$ cat src/rtl/sram_arbiter.sv
// Single-port SRAM arbiter: the display pipeline always wins the bus and aux
// requests run one at a time in the gaps, with a sticky starvation flag.
module sram_arbiter #(
    parameter int ADDR_W       = 20,
    parameter int DATA_W       = 16,
    parameter int STARVE_LIMIT = 1024
) (
    input  logic              i_clk,
    input  logic              i_rst,
    input  logic              i_disp_active,
    input  logic [ADDR_W-1:0] i_disp_addr,
    output logic [DATA_W-1:0] o_disp_data,
    input  logic              i_aux_req,
    input  logic              i_aux_we,
    input  logic [ADDR_W-1:0] i_aux_addr,
    input  logic [DATA_W-1:0] i_aux_wdata,
    output logic              o_aux_ack,
    output logic [DATA_W-1:0] o_aux_rdata,
    output logic              o_aux_starved,
    output logic [ADDR_W-1:0] o_sram_addr,
    output logic [DATA_W-1:0] o_sram_wdata,
    output logic              o_sram_we_n,
    input  logic [DATA_W-1:0] i_sram_rdata
);

    // state    | meaning
    // S_IDLE   | bus unused this cycle
    // S_DISP   | display read on the bus
    // S_AUX_WR | aux write on the bus (one cycle)
    // S_AUX_RD | aux read on the bus (one cycle)
    typedef enum logic [1:0] {S_IDLE, S_DISP, S_AUX_WR, S_AUX_RD} state_t;
    typedef enum logic [1:0] {TAG_NONE, TAG_DISP, TAG_AUX_RD} tag_t;

    localparam int CNT_W = $clog2(STARVE_LIMIT + 1);
    localparam logic [CNT_W-1:0] LIMIT_C = CNT_W'(STARVE_LIMIT);

    state_t            state;
    state_t            next_state;
    tag_t              tag_issue;
    tag_t              tag_stage;
    logic [DATA_W-1:0] stage_data;
    logic              aux_pending;
    logic [CNT_W-1:0]  wait_cnt;

    logic pending_eff;
    logic grant_disp;
    logic grant_aux;

    // The ack-deasserting edge already counts as free, so a new aux request
    // can issue on the same edge that retires the previous one.
    assign pending_eff = aux_pending && !o_aux_ack;
    assign grant_disp  = i_disp_active;
    assign grant_aux   = !i_disp_active && i_aux_req && !pending_eff;

    always_comb begin
        next_state = S_IDLE;
        if (grant_disp) begin
            next_state = S_DISP;
        end else if (grant_aux) begin
            next_state = i_aux_we ? S_AUX_WR : S_AUX_RD;
        end
    end

    always_ff @(posedge i_clk) begin
        if (i_rst) begin
            state         <= S_IDLE;
            tag_issue     <= TAG_NONE;
            tag_stage     <= TAG_NONE;
            stage_data    <= '0;
            aux_pending   <= 1'b0;
            wait_cnt      <= '0;
            o_sram_addr   <= '0;
            o_sram_wdata  <= '0;
            o_sram_we_n   <= 1'b1;
            o_disp_data   <= '0;
            o_aux_rdata   <= '0;
            o_aux_ack     <= 1'b0;
            o_aux_starved <= 1'b0;
        end else begin
            state <= next_state;

            if (grant_disp) begin
                o_sram_addr <= i_disp_addr;
            end else if (grant_aux) begin
                o_sram_addr <= i_aux_addr;
                if (i_aux_we) begin
                    o_sram_wdata <= i_aux_wdata;
                end
            end
            o_sram_we_n <= !(grant_aux && i_aux_we);

            // Read data returns two edges after issue; the tag follows it.
            if (grant_disp) begin
                tag_issue <= TAG_DISP;
            end else if (grant_aux && !i_aux_we) begin
                tag_issue <= TAG_AUX_RD;
            end else begin
                tag_issue <= TAG_NONE;
            end
            tag_stage  <= tag_issue;
            stage_data <= i_sram_rdata;

            if (tag_stage == TAG_DISP) begin
                o_disp_data <= stage_data;
            end
            if (tag_stage == TAG_AUX_RD) begin
                o_aux_rdata <= stage_data;
            end
            o_aux_ack <= (state == S_AUX_WR) || (tag_stage == TAG_AUX_RD);

            if (grant_aux) begin
                aux_pending <= 1'b1;
            end else if (o_aux_ack) begin
                aux_pending <= 1'b0;
            end

            if (!i_aux_req || grant_aux) begin
                wait_cnt <= '0;
            end else if (!pending_eff && (wait_cnt != LIMIT_C)) begin
                wait_cnt <= wait_cnt + 1'b1;
                if (wait_cnt == LIMIT_C - 1'b1) begin
                    o_aux_starved <= 1'b1;
                end
            end
        end
    end

endmodule

$ cat config.mk
export PLATFORM = sky130hd
export DESIGN_NAME = sram_arbiter
export DESIGN_NICKNAME = d
export VERILOG_FILES = /design/src/rtl/sram_arbiter.sv
export SDC_FILE = /design/constraint.sdc
export NUM_CORES = 1
export LEC_CHECK = 0
export ABC_AREA = 1
export ABC_CLOCK_PERIOD_IN_PS = 2400
export CELL_PAD_IN_SITES_DETAIL_PLACEMENT = 0
export CELL_PAD_IN_SITES_GLOBAL_PLACEMENT = 1
export CORE_MARGIN = 5
export CORE_UTILIZATION = 33
export DETAILED_ROUTE_END_ITERATION = 8
export PLACE_DENSITY_LB_ADDON = 0.3
export SLEW_MARGIN = 20
export SYNTH_ARGS = -nofsm -noshare
export SYNTH_HDL_FRONTEND = slang
export SYNTH_SLANG_ARGS = --single-unit
$ cat constraint.sdc
create_clock -name i_clk -period 2.4 [get_ports i_clk]
set_clock_uncertainty 0.2 [all_clocks]
set_input_delay 0.72 -clock i_clk [delete_from_list [all_inputs] [get_ports i_clk]]
set_output_delay 0.72 -clock i_clk [all_outputs]
set_load 0.005 [all_outputs]
## Word level (Yosys, flattened, before mapping)

Index checks and enable logic that the tools add are counted.

- Flip-flop bits (word level): 105
- Input bits: 77
- Output and inout bits: 71

- $add $sub $neg: 1
- Eq/ne operators: 5
- Mux-type cells: 9
- Bitwise logic cells: 3
- Reductions and logical operators: 21

Operators by type and width:

| cell | count |
|---|---|
| $mux 20 | 2 |
| $add 11x1->11 const B | 1 |
| $eq 11x10->1 const B | 1 |
| $ne 11x11->1 const B | 1 |
| $logic_and 1x1->1 | 6 |
| $logic_not 1->1 | 6 |
| $mux 1 | 6 |
| $reduce_and 3->1 | 2 |
| $eq 2x2->1 const B | 2 |
| $reduce_bool 2->1 | 2 |
| $reduce_or 2->1 | 2 |
| $not 1->1 | 3 |
| $reduce_or 3->1 | 1 |
| $eq 2x1->1 const B | 1 |
| $logic_or 1x1->1 | 2 |
| $mux 2 | 1 |

## Longest topological paths before layout

Gate-level depths: netlist of run 1.

- Depth after elaboration: 7
- Depth in mapped cells: 9

## Worst setup path before layout of run 1

No wires, ideal clock.

- Path kind: input-to-reg
- Start: in i_rst
- End: reg wait_cnt[10]
- Arrival: 1.439 ns
- Path slack: 0.645 ns
- Stages: 7
- Buffers on the path: 2
- Cells stage by stage: buf_2 clkinv_1 nand3_1 buf_2 nor2_1 nand2_1 nand2_1

- Word-level cells in the longest chain between the ends: 1

Ends and longest elaborated chain:

| element | line | RTL |
|---|---|---|
| start, declared | 9 | `input logic i_rst,` |
| $reduce_or 2->1 (no line) | - |  |
| end signal, assigned | 120 | `wait_cnt <= wait_cnt + 1'b1;` |
| end, declared | 43 | `logic [CNT_W-1:0] wait_cnt;` |

No other way between the ends.
A chain may end at the register's enable or synchronous reset.

## Worst setup path in the final report of run 1

- Start: reg o_aux_rdata[11]
- End: out o_aux_rdata[11]

RTL lines:

| element | line | RTL |
|---|---|---|
| start, declared | 18 | `output logic [DATA_W-1:0] o_aux_rdata,` |
| start signal, assigned | 107 | `o_aux_rdata <= stage_data;` |

No word-level cell between the ends.

==> results.yml, run 1 <==
synthesis:
  synth_top_area_share: 0.534
  synth_common_cells: "117 x nand2_1, 105 x dfxtp_1, 100 x nor2_1"
  synth_area_leader_cell: "dfxtp_1"
  postSynthCellCount: 519
  synth_most_common_cell: "nand2_1"
  yosys_warnings: 0
  synth_cell_type_count: 25
  synthArstFlopShare: 0
  ys_top_cells_by_area: "dfxtp_1 53%, nand2_1 11%, nor2_1 9.5%"
  synth_ff_type: "dfxtp_1"
  syn_avg_cell_area_um2: 7.59
  synth_edf_count: 0
  synth-seq-cells: 105
  syn_nets: 598
  yosysSeqAreaShare: 0.534
  netlist_area_um2: 3940
timing:
  setup_slack_ps: 255
  slew_viol_final: 0
  fin_crit_ps: 2150
  tns_ps: 0
  finalCritPeriodShare: 0.894
  fmax_mhz: 466
  maxSlewHeadroom: 0.619
  rsz0062_at_grt: "false"
  tightestPinTransition_ps: 570
  setup_violations: 0
  finalHoldViolCount: 0
routing:
  vias: 3793
  ant_nets: 0
  wl_um: 10800
  wire_per_inst_um: 13.3
  drc_errors: 0
  vias_per_cell: 4.66
  drtIter0Drc: 122
  drtPass1Iterations: 6
floorplan:
  io-pin-count: 148
  fp.dieW_um: 119
  core_area_um2: 11900
  dieArea_um2: 14200
  num_rows: 40
  fp.dieH_um: 119
  start_util: 0.332
worst_setup_path:
  critPathBufInv: 1
  r2r_end: "wait_cnt[2]$_SDFFE_PP0P_"
  reg2regPathDepth: 8
  rrSetupSlack_ps: 510
  path_cells: "clkdlybuf4s50_1"
  r2r_start: "wait_cnt[0]$_SDFFE_PP0P_"
  crit_path_start_kind: "flip-flop"
  critPathKind: "flip-flop to output port"
  cpPeakStageDelay_ps: 520
  cp.arrival_ps: 1230
  cp_max_fo: 2
  slowest_stage: "clkdlybuf4s50_1"
  cp_data_required_time_ps: 1480
  path_delay_family: "buffers and inverters"
  endpoint_kind: "output port"
layout:
  nets: 741
  stdcell_area_um2: 5890
  antenna_cells: 0
  area_growth_pct: 49.4
  drive_above_1_share: 0.0540
grt:
  grt_max_degree: 41
  grt_pass1_wl_um: 17900
  gr-usage-all-layers: 0.152
  grt_overflow: 0
  grt_pass1_vias: 3735
  antenna_found_initial: 0
clock_tree:
  cts_buffer_depth: 2
  cts_resized: 0
  clockRootBuffer: "clkbuf_16"
  hold_buffers: 0
  clock_latency_ps: 340
  tritoncts: "done"
  cts_setup_buffers: 0
  cts_buffers: 9
  cts_sinks: 105
  htreeDepth: 3
  path_clk_slew_ps: 80
pwr:
  ir_worst_vdd_mv: 0.408
  pwr_density_cell_nw_per_um2: 644
  leakage_nw: 2.42
run_status:
  status: "complete, no violations"
hold_path:
  holdPathStages: 2
  hold_class: "flip-flop to flip-flop"
  hp-start: "tag_issue[0]$_SDFF_PP0_"
  hold_path_end: "tag_stage[0]$_SDFF_PP0_"
place:
  finalWeightedCongestion: 0.826
  post-dp-hpwl_um: 7840
  place_area_um2: 5580
  portBuffers: 147
  pre_cts_slack_ps: 112
job:
  cap_violations: 0
-- cell usage in the layout, fill, tap and decap left out, drive strengths merged --
cell type / synthesis / final
clkbuf: 15 / 9
buf: 12 / 12
inv: 42 / 43
clkinvlp: 0 / 1
xor2: 4 / 4
a21oi: 28 / 28
nand2: 120 / 120
nor2: 100 / 100
nand3b: 1 / 1
nor3: 1 / 1
a31oi: 20 / 20
ha: 2 / 2
nand4: 6 / 6
nand3: 6 / 6
clkdlybuf4s50: 0 / 147
dfxtp: 105 / 105
or2: 1 / 1
clkinv: 2 / 7
o21ai: 54 / 54
-- kinds of logic after synthesis --
group,synth area share
simple gates,0.239
flops,0.534
compound gates,0.136
buf+inv,0.0762
xor+xnor,0.00889
fa+ha+maj,0.00635
-- power by group --
group,internal (W),switching (W)
sequential,0.00182,0.0000402
clock,0.000742,0.000727
combinational,0.000273,0.000190
-- routing by layer --
metal	global-route usage	routed length, um	part of all wire
met1	0.182	4860	0.45
met2	0.252	4940	0.46
met3	0.0556	826	0.076
met4	0.0514	217	0.020
met5	0	0	0
-- worst max path at each step --
stage | start | endpoint | slack, ps | depth (start not counted)
final | o_aux_rdata[11]$_SDFFE_PP0P_ | o_aux_rdata[11] | 250 | 1
after global routing | o_disp_data[14]$_SDFFE_PP0N_ | o_disp_data[14] | 200 | 1
after CTS | o_disp_data[2]$_SDFFE_PP0N_ | o_disp_data[2] | 230 | 1
after detailed placement | i_disp_active | o_sram_addr[1]$_SDFFE_PP0P_ | 110 | 7
after global placement | i_disp_active | o_sram_wdata[9]$_SDFFE_PP0P_ | 150 | 8
after floorplan | i_rst | wait_cnt[10]$_SDFFE_PP0P_ | 650 | 7
-- worst reg2reg max path, delay by kind of cell, from the launching register on --
family                   cells  cell delay (ps)
AND/OR/NAND/NOR              4              530
flip-flops                   1              430
buffers and inverters        2              310
adder cells (fa/ha/maj)      1              220
AO/OA/AOI/OAI                1              120
-- layout make-up --
type,count,area [um2]
Clock buffer,9,225
Clock inverter,7,85.1
Inverter,44,166
Multi-Input combinational cell,343,1540
Sequential cell,105,2100
Tap cell,147,184
Timing Repair Buffer,159,1590
Fill cell,1166,5970
-- sequential cells by signal, summed over array words and instances, names as in the netlist, 2 cells and up --
name and count:
stage_data 16, o_sram_wdata 16, o_aux_rdata 16, tag_stage 2
wait_cnt 11, tag_issue 2, o_disp_data 16, o_sram_addr 20
state 2
-- metrics by stage --
stage	power (W)	hold WS (ps)	utilization	instances
after floorplan	0.00207	188	-	519
final	0.00379	202	0.496	814
after detailed placement	0.00237	195	0.470	798
after global placement	0.00236	196	0.470	798
after global routing	0.00397	237	0.496	814
after CTS	0.00385	205	0.496	814
(Power assumes the default switching activity.)
==> run 2: changes to the inputs <==
--- a/config.mk
+++ b/config.mk
@@ -9,6 +9,7 @@
 export ABC_CLOCK_PERIOD_IN_PS = 2400
 export CELL_PAD_IN_SITES_DETAIL_PLACEMENT = 0
 export CELL_PAD_IN_SITES_GLOBAL_PLACEMENT = 1
+export CORE_ASPECT_RATIO = 1.5
 export CORE_MARGIN = 5
 export CORE_UTILIZATION = 33
 export DETAILED_ROUTE_END_ITERATION = 8
==> results.yml, run 2 (synthesis results as in run 1) <==
run_status:
  status: "complete, no violations"
grt:
  grt_max_degree: 46
  antenna_found_initial: 0
  grt_overflow: 0
  gr-usage-all-layers: 0.152
  grt_pass1_wl_um: 17500
  grt_pass1_vias: 3781
floorplan:
  fp.dieH_um: 144
  fp.dieW_um: 99.2
  start_util: 0.333
  num_rows: 49
  dieArea_um2: 14300
  core_area_um2: 11800
  io-pin-count: 148
worst_setup_path:
  cp_data_required_time_ps: 1480
  path_delay_family: "buffers and inverters"
  rrSetupSlack_ps: 570
  cpPeakStageDelay_ps: 520
  cp.arrival_ps: 1230
  reg2regPathDepth: 8
  endpoint_kind: "output port"
  r2r_start: "wait_cnt[0]$_SDFFE_PP0P_"
  critPathKind: "flip-flop to output port"
  path_cells: "clkdlybuf4s50_1"
  slowest_stage: "clkdlybuf4s50_1"
  critPathBufInv: 1
  cp_max_fo: 2
  r2r_end: "wait_cnt[5]$_SDFFE_PP0P_"
  crit_path_start_kind: "flip-flop"
layout:
  final_common_cell: "clkdlybuf4s50_1"
  drive_above_1_share: 0.0512
  nets: 740
  antenna_cells: 0
  largest_reg_flops: 20
  area_growth_pct: 49.4
  final_core_util: 0.497
  fin_cells: 817
  nFillCells: 1164
  final_cell_mix: "146 x clkdlybuf4s50_1, 117 x nand2_1, 105 x dfxtp_1"
  top_register: "o_sram_addr"
place:
  pre_cts_slack_ps: 132
  portBuffers: 147
  post-dp-hpwl_um: 7920
  placed_cells: 803
  finalWeightedCongestion: 0.813
hold_path:
  holdPathStages: 2
  hp-start: "tag_issue[1]$_SDFF_PP0_"
  hold_class: "flip-flop to flip-flop"
  hold_path_end: "tag_stage[1]$_SDFF_PP0_"
pwr:
  total_power_w: 0.00388
  leakage_nw: 2.42
  ir_worst_vdd_mv: 0.340
  pwr_density_cell_nw_per_um2: 659
clock_tree:
  htreeDepth: 3
  clockRootBuffer: "clkbuf_16"
  cts_setup_buffers: 0
  hold_buffers: 0
  tritoncts: "done"
  cts_buffers: 9
  clock_latency_ps: 340
  cts_resized: 0
  cts_buffer_depth: 2
  path_clk_slew_ps: 70
  cts_sinks: 105
timing:
  rsz0062_at_grt: "false"
  maxSlewHeadroom: 0.636
  slew_viol_final: 0
  fmax_mhz: 466
  setup_violations: 0
  finalCritPeriodShare: 0.895
  tns_ps: 0
  finalHoldViolCount: 0
  fin_crit_ps: 2150
  tightestPinTransition_ps: 545
  setup_slack_ps: 253
routing:
  wl_um: 10800
  drtIter0Drc: 120
  wire_per_inst_um: 13.2
  drc_errors: 0
  vias_per_cell: 4.60
  drtPass1Iterations: 4
  vias: 3756
  ant_nets: 0
job:
  cap_violations: 0
-- run 2: worst max path at each step --
stage                                  from                           end  cells past startpoint
6_report       o_disp_data[14]$_SDFFE_PP0N_               o_disp_data[14]                      1
5_1_grt        o_disp_data[14]$_SDFFE_PP0N_               o_disp_data[14]                      1
4_1_cts        o_disp_data[14]$_SDFFE_PP0N_               o_disp_data[14]                      1
3_5_place_dp                  i_disp_active  o_sram_wdata[3]$_SDFFE_PP0P_                      8
3_3_place_gp                  i_disp_active  o_sram_wdata[1]$_SDFFE_PP0P_                      8
2_1_floorplan                         i_rst     wait_cnt[10]$_SDFFE_PP0P_                      7
-- run 2: per-layer routing --
metal  share of wire  vias to the layer above  GRT usage
met5               0                        -          0
li1                -                     1931          -
met3           0.068                        9     0.0525
met2            0.52                      107      0.284
met1            0.40                     1709      0.158
met4           0.011                        0     0.0475
-- run 2: area by class of cell --
class                   instances  area, um2  share of cell area
flip-flops and latches        105       2100               0.357
repair buffers                158       1570               0.267
multi-input cells             343       1540               0.261
clock buffers                   9        225              0.0383
well taps                     153        191              0.0325
inverters                      44        166              0.0283
clock inverters                 5       88.8              0.0151
-- run 2: power by group --
group	internal, W	switching (W)
Sequential	0.00182	0.0000397
Clock	0.000916	0.000644
Combinational	0.000271	0.000187
-- run 2: metrics by stage --
step / area, um2 / hold WS, ps
global placement: 5570 / 195
floorplan: 3940 / 188
finish: 5890 / 204
detailed placement: 5570 / 197
global route: 5890 / 236
CTS: 5890 / 203
